$ cat src/rtl/gpio_in_conditioner.sv
// gpio_in_conditioner: raw pad inputs -> multi-flop synchronizer -> per-bit
// debounce filter -> clean gpio_in_o vector, plus sticky rising/falling edge
// status (write-1-to-clear) and a level interrupt.
// Optional feature macro: GPIO_IN_GLITCH_CNT_EN adds a saturating 16-bit
// counter of cycles in which at least one bit abandoned a debounce count.
// SYNC_STAGES must be >= 2 and DEBOUNCE_CYCLES >= 1.
module gpio_in_conditioner #(
    parameter int WIDTH           = 32,
    parameter int SYNC_STAGES     = 2,
    parameter int DEBOUNCE_CYCLES = 16
) (
    input  logic             clk,
    input  logic             rst,
    input  logic [WIDTH-1:0] pad_in,
    output logic [WIDTH-1:0] gpio_in_o,
    input  logic [WIDTH-1:0] rise_en,
    input  logic [WIDTH-1:0] fall_en,
    input  logic             status_clr_en,
    input  logic [WIDTH-1:0] status_clr_mask,
    output logic [WIDTH-1:0] edge_status,
    output logic             irq
`ifdef GPIO_IN_GLITCH_CNT_EN
    ,
    output logic [15:0]      glitch_count,
    input  logic             glitch_clr
`endif
);

    localparam int CNT_W = (DEBOUNCE_CYCLES > 1) ? $clog2(DEBOUNCE_CYCLES) : 1;
    localparam logic [CNT_W-1:0] CNT_LAST = CNT_W'(DEBOUNCE_CYCLES - 1);

    logic [WIDTH-1:0] sync_chain_q [SYNC_STAGES];
    logic [WIDTH-1:0] sync_q;
    logic [WIDTH-1:0] stable_q;
    logic [WIDTH-1:0] stable_d;
    logic [CNT_W-1:0] cnt_q [WIDTH];
    logic [CNT_W-1:0] cnt_d [WIDTH];
    logic [WIDTH-1:0] edge_set;
    logic [WIDTH-1:0] clr_vec;
    logic [WIDTH-1:0] edge_status_q;
    logic [WIDTH-1:0] edge_status_d;

    assign sync_q = sync_chain_q[SYNC_STAGES-1];

    // Synchronizer shift chain; the last stage is the only one the filter sees.
    always_ff @(posedge clk) begin
        if (rst) begin
            for (int s = 0; s < SYNC_STAGES; s++) begin
                sync_chain_q[s] <= '0;
            end
        end else begin
            sync_chain_q[0] <= pad_in;
            for (int s = 1; s < SYNC_STAGES; s++) begin
                sync_chain_q[s] <= sync_chain_q[s-1];
            end
        end
    end

    // Per-bit debounce: a new level is accepted only after DEBOUNCE_CYCLES
    // consecutive samples that differ from the current stable level; any
    // sample matching the stable level discards the partial count.
    always_comb begin
        stable_d = stable_q;
        for (int i = 0; i < WIDTH; i++) begin
            cnt_d[i] = cnt_q[i];
            if (sync_q[i] == stable_q[i]) begin
                cnt_d[i] = '0;
            end else if (cnt_q[i] == CNT_LAST) begin
                stable_d[i] = sync_q[i];
                cnt_d[i]    = '0;
            end else begin
                cnt_d[i] = cnt_q[i] + CNT_W'(1);
            end
        end
    end

    // Debounce state: accepted levels and in-progress counts.
    always_ff @(posedge clk) begin
        if (rst) begin
            stable_q <= '0;
            for (int i = 0; i < WIDTH; i++) begin
                cnt_q[i] <= '0;
            end
        end else begin
            stable_q <= stable_d;
            for (int i = 0; i < WIDTH; i++) begin
                cnt_q[i] <= cnt_d[i];
            end
        end
    end

    // Edge detection on accepted levels; a new set beats a same-cycle clear.
    always_comb begin
        edge_set      = (stable_d & ~stable_q & rise_en) |
                        (~stable_d & stable_q & fall_en);
        clr_vec       = status_clr_en ? status_clr_mask : '0;
        edge_status_d = (edge_status_q & ~clr_vec) | edge_set;
    end

    // Sticky edge status register.
    always_ff @(posedge clk) begin
        if (rst) begin
            edge_status_q <= '0;
        end else begin
            edge_status_q <= edge_status_d;
        end
    end

    assign gpio_in_o   = stable_q;
    assign edge_status = edge_status_q;
    assign irq         = |edge_status_q;

`ifdef GPIO_IN_GLITCH_CNT_EN
    logic [WIDTH-1:0] abort_vec;
    logic [15:0]      glitch_cnt_q;
    logic [15:0]      glitch_cnt_d;

    function automatic logic [15:0] sat_inc16(input logic [15:0] v);
        return (v == 16'hFFFF) ? v : v + 16'd1;
    endfunction

    // A bit aborts when its sample returns to the stable level mid-count.
    always_comb begin
        abort_vec = '0;
        for (int i = 0; i < WIDTH; i++) begin
            abort_vec[i] = (sync_q[i] == stable_q[i]) && (cnt_q[i] != '0);
        end
        if (glitch_clr) begin
            glitch_cnt_d = '0;
        end else if (|abort_vec) begin
            glitch_cnt_d = sat_inc16(glitch_cnt_q);
        end else begin
            glitch_cnt_d = glitch_cnt_q;
        end
    end

    // Saturating glitch event counter.
    always_ff @(posedge clk) begin
        if (rst) begin
            glitch_cnt_q <= '0;
        end else begin
            glitch_cnt_q <= glitch_cnt_d;
        end
    end

    assign glitch_count = glitch_cnt_q;
`endif

endmodule

$ cat config.mk
export PLATFORM = sky130hd
export DESIGN_NAME = gpio_in_conditioner
export DESIGN_NICKNAME = d
export VERILOG_FILES = /design/src/rtl/gpio_in_conditioner.sv
export SDC_FILE = /design/constraint.sdc
export NUM_CORES = 1
export LEC_CHECK = 0
export ABC_AREA = 1
export CAP_MARGIN = 15
export CORE_MARGIN = 3
export CORE_UTILIZATION = 52
export CTS_CLUSTER_SIZE = 14
export DETAILED_ROUTE_END_ITERATION = 6
export PLACE_DENSITY_LB_ADDON = 0.05
export SETUP_SLACK_MARGIN = 0.05
export SLEW_MARGIN = 20
export SYNTH_ARGS = -nofsm -noshare
export SYNTH_HDL_FRONTEND = slang
export SYNTH_SLANG_ARGS = --single-unit
$ cat constraint.sdc
create_clock -name clk -period 1.3 [get_ports clk]
set_input_delay 0.39 -clock clk [delete_from_list [all_inputs] [get_ports clk]]
set_output_delay 0.39 -clock clk [all_outputs]
set_load 0.005 [all_outputs]
### After elaboration in Yosys (flattened, before gate mapping)

Memory sizes are Yosys's and may differ from the RTL's.
Cells that the tools add are included.

| word-level totals | value |
|---|---|
| RAM bits | 192 |
| register bits | 64 |
| memories | 2 |

| cells by class | value |
|---|---|
| mux-type cells | 166 |
| reductions and logical operators | 1 |
| add/sub/neg operators | 32 |
| bitwise operators | 44 |
| equal/unequal tests | 64 |

Memories:

| memory | depth | width | read ports | clocked after memory_dff | write ports | line | source |
|---|---|---|---|---|---|---|---|
| cnt_q | 32 | 4 | 32 | 0 | 32 | 36 | `logic [CNT_W-1:0] cnt_q [WIDTH];` |
| sync_chain_q | 2 | 32 | 2 | 0 | 2 | 32 | `logic [WIDTH-1:0] sync_chain_q [SYNC_STAGES];` |

Operators by type and width:

| operator | number |
|---|---|
| two-way mux 4 bit | 96 |
| bitwise AND 32 bit | 5 |
| adder 4 x 1 -> 4 bit, second input constant | 32 |
| equality test 4 bit, second input constant | 32 |
| two-way mux 32 bit | 3 |
| NOT 32 bit | 3 |
| two-way mux 1 bit | 67 |
| bitwise OR 32 bit | 2 |
| bitwise OR 1 bit | 34 |
| equality test 1 bit | 32 |
| OR reduction 32 bit | 1 |

### Depth between registers and ports, before layout

| logic depth | value |
|---|---|
| depth after elaboration | 8 |
| depth in mapped cells | 7 |

### Worst setup path after synthesis

OpenSTA, ideal clock, no wires.

| timing path | value |
|---|---|
| path kind | reg2out |
| from | reg edge_status_q[22] (netlist: edge_status[22]) |
| to | out irq |
| arrival time | 0.696 ns |
| path slack | 0.214 ns |
| required time | 0.910 ns |
| cell stages (with the launch flop) | 6 |
| cell sequence | dfxtp_1 > nor2_1 > and2_1 > nand2_1 > nor2_1 > nand2_1 |

| on the way | value |
|---|---|
| cells in the longest elaborated chain, start to end | 1 |

Ends and longest elaborated chain:

| item | line | source |
|---|---|---|
| from (decl) | 40 | `logic [WIDTH-1:0] edge_status_q;` |
| from (signal assigned) | 105 | `edge_status_q <= edge_status_d;` |
| OR reduction 32 bit | 111 | `assign irq = \|edge_status_q;` |
| to (decl) | 21 | `output logic irq` |

Every way passes these cells.

### Worst setup path after layout

| timing path | value |
|---|---|
| from | reg edge_status_q[1] (netlist: edge_status[1]) |
| to | out irq |

The elaborated chain is that of the path after synthesis.

==> flow_metrics.env <==
export IMPL_viasPerCell=4.66
export IMPL_io_pins=196
export IMPL_wirelength_um=22600
export IMPL_leakage_nw=6.91
export IMPL_status="complete, but fails checks"
export IMPL_clock_fmax_mhz=537
export IMPL_min_path_type="in2reg"
export IMPL_worstHoldStart="pad_in[1]"
export IMPL_slew_headroom_pct=77.4
export IMPL_ys_warn_count=0
export IMPL_reg2reg_from="cnt_q[0][48]"
export IMPL_antenna_found_initial=0
export IMPL_clock_path_buffers=3
export IMPL_clk_pin_slew_ns=0.06
export IMPL_ant_nets=0
export IMPL_ys_seq_area_share_pct=47.9
export IMPL_final_instance_count_excl_fill=1994
export IMPL_fillers=1616
export IMPL_rows=51
export IMPL_final_cell_mix="291 x nand2_1, 266 x nor2_1, 228 x inv_1, 192 x dfxtp_1, 160 x nand3_1"
export IMPL_worstMarginPinSlew_ns=0.338
export IMPL_grt_max_degree=70
export IMPL_area_growth_pct=36.3
export IMPL_ys_seq_elements=256
export IMPL_setup_viol=65
export IMPL_synth_nets=1595
export IMPL_cts_sinks=256
export IMPL_cts_hold_buf=0
export IMPL_die_y_um=149
export IMPL_fin_crit_sh_pct=143
export IMPL_pre_cts_slack_ns=-0.405
export IMPL_grt_usage_pct=19.7
export IMPL_overflow=0
export IMPL_dr_pass1_iters=6
export IMPL_die_x_um=149
export IMPL_htreeDepth=1
export IMPL_vdd_ir_drop_max_mv=0.841
export IMPL_crit_arrival_ns=1.47
export IMPL_cap_violations=0
export IMPL_violations="negative setup slack"
export IMPL_final_seq_area_um2=5200
export IMPL_drive_above_1_share_pct=15.4
export IMPL_io_buffers=195
export IMPL_avgRoutedWirePerCell_um=11.3
export IMPL_rsz0062_at_grt="true"
export IMPL_antenna_cells=0
export IMPL_end_kind="output pin"
export IMPL_finalCriticalPeriod_ns=1.86
export IMPL_final_common_cell="nand2_1"
export IMPL_dp_cells=1939
export IMPL_synth_area_um2=10700
export IMPL_slew_viol_final=0
export IMPL_crit_start="edge_status[1]"
export IMPL_gp_congestion=0.809
export IMPL_cts_tree="built"
export IMPL_path_class="reg2out"
export IMPL_worst_slack_ns=-0.561
export IMPL_start_util_pct=53.9
export IMPL_synth_cell_types=16
export IMPL_hold_violations=0
export IMPL_clk_latency_ns=0.51
export IMPL_core_um2=19800
export IMPL_synth_area_per_cell_um2=7.47
export IMPL_detailed_place_hpwl_um=16200
export IMPL_grt_pass1_wl_um=37600
export IMPL_grt_pass1_vias=8633
export IMPL_route_detailed_drc=0
export IMPL_root_buffer="clkbuf_16"
export IMPL_worstPathRequired_ns=0.91
export IMPL_powerDensity_nw_per_um2=1110
export IMPL_fp_dieArea_um2=22300
export IMPL_via_count=9296
export IMPL_cts_buffers=26
export IMPL_path_max_fanout=2
export IMPL_multi_input_area_um2=4610
export IMPL_netlist_instances=1432
export IMPL_startpoint_type="flip-flop"
export IMPL_dr_first_iter_drc_count=374
export IMPL_power_mw=16.2
export IMPL_fin_skew_ns=0.00715
export IMPL_final_nets=1873
## metrics by stage
step           TNS (ns)  utilization (%)  hold slack (ns)  instance area [um2]
2_1_floorplan         0                -            0.388                10700
3_3_place_gp      -7.65             67.7            0.389                13400
3_5_place_dp      -8.15             67.7            0.392                13400
4_1_cts           -7.83             72.8            0.360                14500
5_1_grt           -8.69             73.5            0.380                14600
6_report          -6.44             73.5            0.384                14600
## critical path, stage by stage (launching register included)
cell     delay, ns
dfxtp_2       0.32
nor2_2        0.11
nand4_1       0.19
nor2_2        0.14
nand2_1       0.06
buf_2         0.13
## Yosys cell counts
library cell	number	area share [%]
nor2_1	273	9.6
buf_4	7	0.49
buf_6	2	0.21
nand3_1	160	7.5
clkbuf_1	2	0.070
nand2_1	293	10
xor2_1	64	5.2
dfxtp_1	256	48
inv_1	228	8.0
a21oi_1	32	1.5
xnor2_1	32	2.6
ha_1	32	3.7
nand4_1	34	2.0
buf_2	13	0.61
and2_1	3	0.18
inv_4	1	0.059
## worst paths after layout
kind | end | slack [ns] | cells after the start
setup / recovery | irq | -0.56 | 5
hold / removal | sync_chain_q[0][1] | 0.38 | 3
setup reg to reg | edge_status[12] | 0.17 | 6
hold reg to reg | sync_chain_q[0][62] | 0.40 | 2
## layout make-up
cell class,instances,share of cell area (%)
sequential,256,35.7
multi-input combinational,923,31.6
timing repair buffer,274,18.7
inverter,229,5.91
clock buffer,38,5.12
tap,265,2.27
clock inverter,9,0.652
## sequential cells by signal (all words and copies together) (netlist names)
register and flops:
cnt_q 128, sync_chain_q 64, edge_status 32, gpio_in_o 32
## where the power goes
part	total [mW]	internal (mW)	switching, mW	leakage (nW)
combinational	0.823	0.481	0.342	4.38
sequential	8.04	7.97	0.0718	2.11
clock	7.30	4.37	2.93	0.419
total	16.2	12.8	3.34	6.91
## metal layers
layer	up-vias	global-route usage, %	share of wire (%)
met5	-	0	0
met4	0	4.39	1.4
met3	24	3.34	5.4
met2	188	34.3	47
met1	4143	25.9	46
li1	4941	-	-
## kinds of logic (layout without fill, tap and decap cells)
kind of cell | count (synthesis) | count (layout) | share of synthesized area [%]
flip-flops | 256 | 256 | 47.9
XOR/XNOR | 96 | 96 | 7.86
AND/OR/NAND/NOR | 763 | 763 | 29.5
adder cells (fa/ha/maj) | 32 | 32 | 3.74
AO/OA/AOI/OAI | 32 | 32 | 1.50
buffers and inverters | 253 | 550 | 9.44
## repair_timing
item | in CTS | in global routing
pin swaps | 3 | 10
setup buffers | 7 | 14
gates resized for setup | 403 | 31
setup endpoints to repair | 65 | 70
Note: power is estimated with default switching activity, not from simulation.
